### config.mk
export PLATFORM = sky130hd
export DESIGN_NAME = pipeline_hazard_ctrl
export DESIGN_NICKNAME = d
export VERILOG_FILES = /design/src/rtl/pipeline_hazard_ctrl.sv
export SDC_FILE = /design/constraint.sdc
export NUM_CORES = 1
export LEC_CHECK = 0
export BUFFER_PORTS_ARGS = -buffer_cell sky130_fd_sc_hd__clkbuf_2
export CAP_MARGIN = 20
export CORE_MARGIN = 5
export CORE_UTILIZATION = 30
export CTS_CLUSTER_SIZE = 20
export DETAILED_ROUTE_END_ITERATION = 7
export PLACE_DENSITY = 0.75
export SKIP_CTS_REPAIR_TIMING = 1
export SLEW_MARGIN = 20
export SYNTH_ARGS = -nofsm -noshare
export SYNTH_HDL_FRONTEND = slang
export SYNTH_SLANG_ARGS = --single-unit
export TNS_END_PERCENT = 50
### constraint.sdc
create_clock -name clk -period 2.6 [get_ports clk]
set_input_delay 0.52 -clock clk [delete_from_list [all_inputs] [get_ports clk]]
set_output_delay 0.52 -clock clk [all_outputs]
set_load 0.02 [all_outputs]
### src/rtl/pipeline_hazard_ctrl.sv
// Pipeline hazard controller: operand forwarding selects, load-use and multicycle stalls, redirect flushes.
// Optional performance counters are built only when HAZARD_PERF_CNT_EN is defined.
module pipeline_hazard_ctrl #(
    parameter int NUM_SRC      = 2,
    parameter int REG_AW       = 5,
    parameter int LOAD_BUBBLES = 1,
    parameter int CNT_W        = 32
) (
    input  logic                      clk,
    input  logic                      rst,
    input  logic [NUM_SRC*REG_AW-1:0] d_rs,
    input  logic [NUM_SRC-1:0]        d_rs_used,
    input  logic [NUM_SRC*REG_AW-1:0] e_rs,
    input  logic [REG_AW-1:0]         e_rd,
    input  logic                      e_reg_write,
    input  logic                      e_is_load,
    input  logic [REG_AW-1:0]         m_rd,
    input  logic                      m_reg_write,
    input  logic [REG_AW-1:0]         w_rd,
    input  logic                      w_reg_write,
    input  logic                      e_redirect,
    input  logic                      mc_start,
    input  logic                      mc_done,
    output logic                      pc_en,
    output logic                      f_d_en,
    output logic                      d_e_en,
    output logic                      f_d_flush,
    output logic                      d_e_flush,
    output logic                      e_m_bubble,
    output logic [2*NUM_SRC-1:0]      fwd_sel,
    output logic [CNT_W-1:0]          stall_cnt,
    output logic [CNT_W-1:0]          flush_cnt,
    output logic [1:0]                state
);

    typedef enum logic [1:0] {
        RUN        = 2'b00,
        LOAD_STALL = 2'b01,
        MC_WAIT    = 2'b10
    } state_t;

    state_t     r_state;
    state_t     w_state_nxt;
    logic [2:0] r_cnt;
    logic [2:0] w_cnt_nxt;
    logic       w_load_use;

    assign state = r_state;

    // The M stage holds the younger result, so it wins over W.
    always_comb begin
        fwd_sel = '0;
        for (int i = 0; i < NUM_SRC; i++) begin
            if (m_reg_write && (m_rd != '0) && (m_rd == e_rs[i*REG_AW +: REG_AW]))
                fwd_sel[2*i +: 2] = 2'b01;
            else if (w_reg_write && (w_rd != '0) && (w_rd == e_rs[i*REG_AW +: REG_AW]))
                fwd_sel[2*i +: 2] = 2'b10;
        end
    end

    always_comb begin
        w_load_use = 1'b0;
        for (int i = 0; i < NUM_SRC; i++) begin
            if (d_rs_used[i] && (d_rs[i*REG_AW +: REG_AW] == e_rd))
                w_load_use = 1'b1;
        end
        w_load_use = w_load_use && e_is_load && e_reg_write && (e_rd != '0);
    end

    // Outputs are forced to free-running values while rst is low.
    always_comb begin
        pc_en       = 1'b1;
        f_d_en      = 1'b1;
        d_e_en      = 1'b1;
        f_d_flush   = 1'b0;
        d_e_flush   = 1'b0;
        e_m_bubble  = 1'b0;
        w_state_nxt = r_state;
        w_cnt_nxt   = r_cnt;
        if (rst) begin
            case (r_state)
                RUN: begin
                    if (e_redirect) begin
                        f_d_flush = 1'b1;
                        d_e_flush = 1'b1;
                    end else if (mc_start && !mc_done) begin
                        pc_en       = 1'b0;
                        f_d_en      = 1'b0;
                        d_e_en      = 1'b0;
                        e_m_bubble  = 1'b1;
                        w_state_nxt = MC_WAIT;
                    end else if (w_load_use) begin
                        pc_en     = 1'b0;
                        f_d_en    = 1'b0;
                        d_e_flush = 1'b1;
                        if (LOAD_BUBBLES > 1) begin
                            w_state_nxt = LOAD_STALL;
                            w_cnt_nxt   = 3'(LOAD_BUBBLES - 1);
                        end
                    end
                end
                LOAD_STALL: begin
                    pc_en     = 1'b0;
                    f_d_en    = 1'b0;
                    d_e_flush = 1'b1;
                    if (r_cnt == 3'd1) begin
                        w_state_nxt = RUN;
                        w_cnt_nxt   = 3'd0;
                    end else begin
                        w_cnt_nxt = r_cnt - 3'd1;
                    end
                end
                MC_WAIT: begin
                    if (mc_done) begin
                        w_state_nxt = RUN;
                    end else begin
                        pc_en      = 1'b0;
                        f_d_en     = 1'b0;
                        d_e_en     = 1'b0;
                        e_m_bubble = 1'b1;
                    end
                end
                default: begin
                    w_state_nxt = RUN;
                    w_cnt_nxt   = 3'd0;
                end
            endcase
        end
    end

    always_ff @(posedge clk or negedge rst) begin
        if (!rst) begin
            r_state <= RUN;
            r_cnt   <= 3'd0;
        end else begin
            r_state <= w_state_nxt;
            r_cnt   <= w_cnt_nxt;
        end
    end

`ifdef HAZARD_PERF_CNT_EN
    logic [CNT_W-1:0] r_stall_cnt;
    logic [CNT_W-1:0] r_flush_cnt;

    // Both counters saturate at all-ones rather than wrapping.
    always_ff @(posedge clk or negedge rst) begin
        if (!rst) begin
            r_stall_cnt <= '0;
            r_flush_cnt <= '0;
        end else begin
            if (!pc_en && (r_stall_cnt != '1))
                r_stall_cnt <= r_stall_cnt + 1'b1;
            if (f_d_flush && (r_flush_cnt != '1))
                r_flush_cnt <= r_flush_cnt + 1'b1;
        end
    end

    assign stall_cnt = r_stall_cnt;
    assign flush_cnt = r_flush_cnt;
`else
    assign stall_cnt = '0;
    assign flush_cnt = '0;
`endif

endmodule

---- Word level (Yosys, flattened, before mapping) ----
Index checks and enable logic that the tools add are counted.
word-level totals
  RAM bits ................................ 0
  bits in read-only memories .............. 0
  memories ................................ 0
  bits of input ports ..................... 46
  word-level logic and storage cells ...... 73
  latch bits .............................. 0
  register bits after elaboration ......... 5
operators by class
  equal/unequal tests ..................... 13
  bitwise logic cells ..................... 1
  mux-type cells .......................... 36
  $mul .................................... 0
  magnitude comparators ................... 0
  reductions and logical operators ........ 20
  shift-type cells ........................ 0
  $add $sub $neg .......................... 1
  divide/modulo/power cells ............... 0
operators by type and width
  cell                 number
  $eq 5x5->1           6
  $mux 1               21
  $mux 2               8
  $reduce_bool 5->1    3
  $logic_and 1x1->1    12
  $ne 2x2->1 const B   4
  $pmux 1 s2           3
  $pmux 2 s3           1
  $pmux 3 s2           1
  $reduce_and 5->1     1
  $eq 3x1->1 const B   1
  $mux 3               1
  $pmux 1 s3           1
  $sub 3x1->3 const B  1
  $eq 2x1->1 const B   1
  $eq 2x2->1 const B   1
  $logic_not 2->1      1
  $reduce_and 2->1     1
  $reduce_or 2->1      1
  $logic_not 1->1      1
  $not 1->1            1

---- Longest topological paths before layout ----
Gate-level depths: netlist of run 1.
  depth in word-level cells ............... 12
  depth in mapped cells ................... 5

---- Worst setup path after synthesis of run 1 ----
OpenSTA, ideal clock, no wires.
  kind .................................... input port to output port
  start point ............................. input port e_rd[1]
  end point ............................... output port pc_en
  stages .................................. 5
  data required time ...................... 2.080 ns
  arrival time ............................ 1.916 ns
  buffers on the path ..................... 1
  path slack .............................. 0.164 ns
  cells stage by stage .................... or4_1 o211ai_1 nor2_1 a21oi_1 buf_4
on the way
  cells in the longest elaborated chain, start to end .. 12
  elaborated cells on any way between the ends .. 15
  classes of those cells .................. eq/ne: 2; mux: 7; reduce/logical: 6
RTL lines
  item                            RTL line  RTL
  from (decl)                     14        input logic [REG_AW-1:0] e_rd,
  $eq 5x5->1                      64        if (d_rs_used[i] && (d_rs[i*REG_AW +: REG_AW] == e_rd))
  $logic_and 1x1->1               64
  $mux 1 (2 in a row)             64
  $logic_and 1x1->1 (2 in a row)  67        w_load_use = w_load_use && e_is_load && e_reg_write && (e_rd != '0);
  $logic_and 1x1->1 (*)           67
  $mux 1 (*) (3 in a row)         -
  $pmux 1 s3 (*)                  -
  $mux 1 (*)                      -
  to (decl)                       24        output logic pc_en,
Mark *: on every way between the ends. The rest lies on a longest branch, timed or not.

---- Final worst setup path of run 1 ----
  start point ............................. input port m_rd[1]
  end point ............................... output port fwd_sel[1]
on the way
  cells in the longest elaborated chain, start to end .. 4
  elaborated cells on any way between the ends .. 5
  classes of those cells .................. eq/ne: 1; mux: 1; reduce/logical: 3
RTL lines
  item                   RTL line  RTL
  from (decl)            17        input logic [REG_AW-1:0] m_rd,
  $reduce_bool 5->1      54        if (m_reg_write && (m_rd != '0) && (m_rd == e_rs[i*REG_AW +: REG_AW]))
  $logic_and 1x1->1      54
  $logic_and 1x1->1 (*)  54
  $mux 2 (*)             54
  to (decl)              30        output logic [2*NUM_SRC-1:0] fwd_sel,
Marks and branches as above.

==> flow_summary_export.csv, run 1 <==
group,metric,value,unit
outcome,status,"complete, no violations",
power,cellLeakagePower,0.6039,nW
logic_synthesis,synth_edf_count,0,
logic_synthesis,synth_mux_area_frac,0,
timing,slew_violations,0,
global_routing,grt_start_max_net_pins,8,
drt,via_count,883,
layout,nets,233,
placed_design,gp_routability_congestion,0.7260,
logic_synthesis,synth_compound_area_frac,0.05882,
placed_design,post-place-ws,197.7,ps
global_routing,grt_pass1_vias,827,
drt,wl_per_cell,10.26,µm
die,row_count,21,
setup_path,path_class,"in2out",
layout,seqCellArea,25.02,µm²
die,die_width,67.73,µm
logic_synthesis,syn_inst,131,
timing,finalCritPeriodShare,0.9185,
drt,ant_nets,0,
timing,layout_min_cycle_time,2388,ps
logic_synthesis,ys_seq_area_frac,0.02503,
logic_synthesis,ys_warn_count,0,
die,start_util,0.3044,
timing,timing.fmax,418.7,MHz
clock_tree,clk_pin_slew_worst_paths,0,ps
timing,rsz0062_at_grt,"no",
logic_synthesis,syn_area,999.7,µm²
layout,syn_to_final_growth,8.261,%
clock_tree,insertion_delay,0,ps
die,dieArea,4587,µm²
global_routing,grtUsageTotal,0.08727,
power,power_density,222.7,nW/µm²
setup_path,path_cells,"clkbuf_2 -> or4_4 -> o21ai_2 -> nor4_1 -> nor4_2 -> clkbuf_2",
global_routing,grt_antenna_before_repair,0,
hold_path,hp-class,"in2async",
timing,finalClockSkew,0,ps
power,seqPwrFrac,0.087,
drt,drc,0,
logic_synthesis,synthSimpleGateAreaFrac,0.1464,
logic_synthesis,synth_top_cell_area_share,0.4956,
logic_synthesis,ys_async_sr_fraction,1.000,
timing,fin_ws,211.8,ps
power,swShare,0.6551,
power,power_frac_comb,0.913,
setup_path,critPathMostFrequentCell,"clkbuf_2",
layout,final_util,0.3295,
placed_design,dp_hpwl,2303,µm
layout,diodes,0,
logic_synthesis,synth_common_cells,"buf_4 (66), xnor2_1 (16), xor2_1 (14), or4_1 (4)",
logic_synthesis,synth-xor-area-share,0.2628,
drt,drt_iter0_markers,3,
global_routing,overflow,0,
logic_synthesis,syn_avg_cell_area,7.631,µm²
drt,wl,2370,µm
logic_synthesis,synth_top_family_by_area,"buffers and inverters",
setup_path,worstPathMaxFanout,3,
die,core_area,3284,µm²
logic_synthesis,synth_most_common_cell,"buf_4",
drt,firstDrtPassIters,2,
logic_synthesis,synth_flop_cell,"dfrtp_1",
logic_synthesis,synth_area_leaders,"buf_4 (50%), xnor2_1 (14%), xor2_1 (12%)",
setup_path,worstPathArrival,1870,ps
layout,nFillCells,388,
flow_run,cap_violations,0,
setup_path,cp_slowest_cell,"or4_4",
die,die_h,67.73,µm
global_routing,grt_pass1_wl,3222,µm
layout,drive_above_1_share,0.3243,
logic_synthesis,ys_seq_elements,1,
setup_path,setup.worst_path.start_class,"input port",
power,clockPowerShare,0,
setup_path,crit_path_end_kind,"output pin",
setup_path,slowest_delay,530,ps
power,vdd_ir_drop_max,0.1186,mV
layout,multi_input_area,711.9,µm²
timing,final.setup.tns,0,ps
timing,setup_viol,0,
logic_synthesis,synthAdderAreaFrac,0,
die,io_pins,122,
placed_design,port_buffers,56,
logic_synthesis,ys_types,24,
logic_synthesis,yosys.area.top_type,"buf_4",
setup_path,required,2080,ps
power,p_int,0.00008315,W
power,p_switching,0.0001579,W
layout,largest_reg_flops,1,
timing,hold_viol,0,
drt,vias_per_cell,3.823,
==> cell type report <==
class | count | area share
Inverter | 2 | 0.006936
Sequential cell | 1 | 0.02312
Timing Repair Buffer | 56 | 0.2590
Multi-Input combinational cell | 126 | 0.6578
Tap cell | 46 | 0.05318
==> per-stage QoR <==
stage          power [W]  hold WS (ps)  instances  cell area [µm²]
2_1_floorplan  0.0002460         224.4        195             1240
3_3_place_gp   0.0002358         332.3        231             1082
3_5_place_dp   0.0002393         331.7        231             1082
4_1_cts        0.0002398         332.0        231             1082
5_1_grt        0.0002611         340.7        231             1082
6_report       0.0002411         334.0        231             1082
==> logic make-up after synthesis <==
logic type,Yosys count
compound gates,9
xor+xnor,30
buf+inv,68
flops,1
other cells,1
simple gates,22
==> layout by cell type, fill, tap and decap left out, types with 2 or more instances in the layout <==
cell      synthesis  layout
xor2_1           14      14
nor4_1            2       2
nand2_1           3       3
or4_1             4       4
nor2_1            3       3
nand3_1           2       2
nor4_2            2       2
a21oi_1           2       2
conb_1            1      65
xnor2_1          16      16
inv_1             2       2
o211ai_1          2       2
nand4_1           2       2
clkbuf_2          0      56
==> power groups by stage <==
stage                     registers (W)  clock network (W)  logic (W)
after detailed placement      0.0000208                  0   0.000219
after global placement        0.0000208                  0   0.000215
after global routing          0.0000210                  0   0.000240
final                         0.0000209                  0   0.000220
after CTS                     0.0000208                  0   0.000219
after floorplan               0.0000223                  0   0.000224
==> worst max-delay path, delay by kind of cell <==
family | cells | cell delay [ps]
AO/OA/AOI/OAI | 1 | 140
AND/OR/NAND/NOR | 3 | 890
buffers and inverters | 2 | 310
==> worst paths after layout <==
check / from / to / cells after the start / slack (ps)
min in group clk: state[1]$_DFFE_PN0P_ / state[1]$_DFFE_PN0P_ / 2 / 660
hold reg to reg: state[1]$_DFFE_PN0P_ / state[1]$_DFFE_PN0P_ / 2 / 660
hold / removal: rst / state[1]$_DFFE_PN0P_ / 1 / 330
setup / recovery: m_rd[1] / fwd_sel[1] / 6 / 210
setup reg to reg: state[1]$_DFFE_PN0P_ / state[1]$_DFFE_PN0P_ / 2 / 1820
max in group asynchronous: rst / state[1]$_DFFE_PN0P_ / 1 / 2140
==> routing by layer <==
layer	GRT usage	vias to the layer above	routed length [µm]
met1	0.07038	381	609
met2	0.1956	85	1222
li1	-	411	-
met4	0.02532	0	57
met3	0.01997	6	481
met5	0	-	0
(Power assumes the default switching activity.)
==> run 2: changes to the inputs <==
Settings changed: ABC_AREA from default to 1, PLACE_DENSITY 0.75 to 0.71.
==> run 2 against run 1 <==
  * Wire length increased by 3.5%
  * Global-route usage decreased by 0.75 points
  * Critical endpoint is now fwd_sel[3]
  * Highest routed layer is now met3
  * Power increased by 4.9%
  * Largest cell class unchanged
  * Final cell count increased by 26%
  * Sequential power decreased by 2%
  * Critical path depth unchanged
==> flow_summary_export.csv, run 2 <==
group,metric,value,unit
outcome,status,"complete, no violations",
global_routing,grt_pass1_wl,3574,µm
drt,wl,2453,µm
hold_path,hp-class,"in2async",
layout,drive_above_1_share,0.2810,
setup_path,critPathMostFrequentCell,"clkbuf_2",
placed_design,dp_hpwl,2359,µm
timing,hold_viol,0,
placed_design,post-place-cells,290,
setup_path,crit_path_end_kind,"output pin",
global_routing,grt_pass1_vias,899,
layout,mostFrequentLayoutCells,"conb_1 (65), clkbuf_2 (56), nand2_1 (36), nor2_1 (19), inv_1 (19)",
setup_path,worstPathMaxFanout,2,
global_routing,gr-usage-met2,0.1582,
placed_design,placed_cell_area,1216,µm²
timing,finalCritPeriodShare,0.7423,
logic_synthesis,ys_async_sr_fraction,1.000,
timing,finalClockSkew,0,ps
global_routing,grt_start_max_net_pins,8,
layout,final_area,1216,µm²
power,vdd_ir_drop_max,0.05615,mV
setup_path,required,2080,ps
die,dieArea,5098,µm²
logic_synthesis,synth_area_leaders,"buf_4 (44%), nand2_1 (12%), xnor2_1 (9.3%)",
layout,fin_cells,290,
logic_synthesis,synth_flop_cell,"dfrtp_1",
drt,firstDrtPassIters,4,
drt,ant_nets,0,
logic_synthesis,synth_common_cells,"buf_4 (66), nand2_1 (36), inv_1 (19), nor2_1 (19), xnor2_1 (12)",
drt,vias_per_cell,3.497,
setup_path,path_class,"in2out",
global_routing,grtUsageTotal,0.07976,
layout,nets,290,
logic_synthesis,yosys.area.top_type,"buf_4",
die,row_count,22,
setup_path,slowest_delay,200,ps
placed_design,port_buffers,56,
setup_path,cp_slowest_cell,"nor3_1",
die,die_h,71.40,µm
setup_path,worstPathArrival,1410,ps
die,die_width,71.40,µm
setup_path,path_buf_inv,2,
timing,timing.fmax,518.1,MHz
drt,drt_iter0_markers,3,
layout,final_common_cell,"conb_1",
logic_synthesis,ys_seq_area_frac,0.02212,
timing,final.setup.tns,0,ps
drt,drc,0,
logic_synthesis,ys_seq_elements,1,
logic_synthesis,synth_edf_count,0,
power,power_density,207.9,nW/µm²
layout,largest_reg_flops,1,
layout,diodes,0,
power,cellLeakagePower,0.8104,nW
setup_path,cpLargestDelayFamily,"simple AND/OR/NAND/NOR gates",
timing,setup_viol,0,
global_routing,gr-max-usage-layer,"met2",
flow_run,cap_violations,0,
setup_path,path_cells,"clkbuf_2 -> xor2_1 -> nor3_1 -> nand4_1 -> nor2_1 -> clkbuf_2",
global_routing,overflow,0,
logic_synthesis,synth_top_cell_area_share,0.4381,
global_routing,grt_use_met3,0.009818,
die,io_pins,122,
logic_synthesis,syn_avg_cell_area,6.016,µm²
logic_synthesis,ys_types,19,
logic_synthesis,syn_area,1131,µm²
timing,slew_violations,0,
layout,syn_to_final_growth,7.522,%
drt,via_count,1014,
clock_tree,insertion_delay,0,ps
logic_synthesis,syn_inst,188,
setup_path,setup.worst_path.start_class,"input port",
timing,layout_min_cycle_time,1930,ps
placed_design,gp_routability_congestion,0.8302,
global_routing,grt_use_met1,0.09567,
drt,wl_per_cell,8.459,µm
logic_synthesis,ys_warn_count,0,
clock_tree,clk_pin_slew_worst_paths,0,ps
timing,rsz0062_at_grt,"no",
die,core_area,3661,µm²
global_routing,grt_antenna_before_repair,0,
layout,final_util,0.3322,
logic_synthesis,synth_most_common_cell,"buf_4",
die,start_util,0.3090,
run 2: changes by cell type after synthesis, moves of 3 or more:
| cell | delta |
|---|---|
| inv_1 | +17 |
| inv_2 | +5 |
| nand2_1 | +33 |
| nand4_1 | +3 |
| nor2_1 | +16 |
| or4_1 | -4 |
| xnor2_1 | -4 |
| xor2_1 | -6 |
run 2: through the flow:
step | worst slack (ps) | power (W) | hold WS (ps)
finish | 669.9 | 0.0002528 | 310.8
global route | 475.5 | 0.0002774 | 319.6
CTS | 649.6 | 0.0002517 | 311.7
detailed placement | 648.8 | 0.0002506 | 311.3
global placement | 651.4 | 0.0002490 | 310.5
floorplan | 772.5 | 0.0002588 | 224.4
run 2: kinds of logic (layout without fill, tap and decap cells):
kind of cell,after synthesis,after routing,share of synthesized area
other,1,65,0.003315
and+or+nand+nor,71,71,0.2710
DFF,1,1,0.02212
xor gates and xnor gates,20,20,0.1549
AOI/OAI and AO/OA,5,5,0.03098
buffers and inverters,90,80,0.5177
run 2: final cells by class:
class,count,area (µm²)
Sequential cell,1,25.02
Tap cell,48,60.06
Multi-Input combinational cell,161,760.7
Inverter,24,90.09
Timing Repair Buffer,56,280.3
Fill cell,436,2445
run 2: final timing paths:
kind | startpoint | to | slack [ps] | depth (start not counted)
setup / recovery | e_rs[8] | fwd_sel[3] | 670 | 6
hold / removal | rst | state[1]$_DFFE_PN0P_ | 310 | 1
setup reg to reg | state[1]$_DFFE_PN0P_ | state[1]$_DFFE_PN0P_ | 1840 | 1
hold reg to reg | state[1]$_DFFE_PN0P_ | state[1]$_DFFE_PN0P_ | 570 | 1
max in group asynchronous | rst | state[1]$_DFFE_PN0P_ | 2190 | 1
min in group clk | state[1]$_DFFE_PN0P_ | state[1]$_DFFE_PN0P_ | 570 | 1
run 2: power breakdown:
| group | internal, W | leakage [nW] | switching (W) |
|---|---|---|---|
| Combinational | 0.0000667 | 0.797 | 0.000166 |
| Clock | 0 | 0 | 0 |
| Sequential | 0.0000176 | 0.0132 | 0.00000284 |
run 2: routing by layer:
| layer | wire length [µm] | vias to the layer above |
|---|---|---|
| met1 | 868 | 401 |
| met3 | 379 | 0 |
| met5 | 0 | - |
| li1 | - | 541 |
| met2 | 1204 | 72 |
| met4 | 0 | 0 |
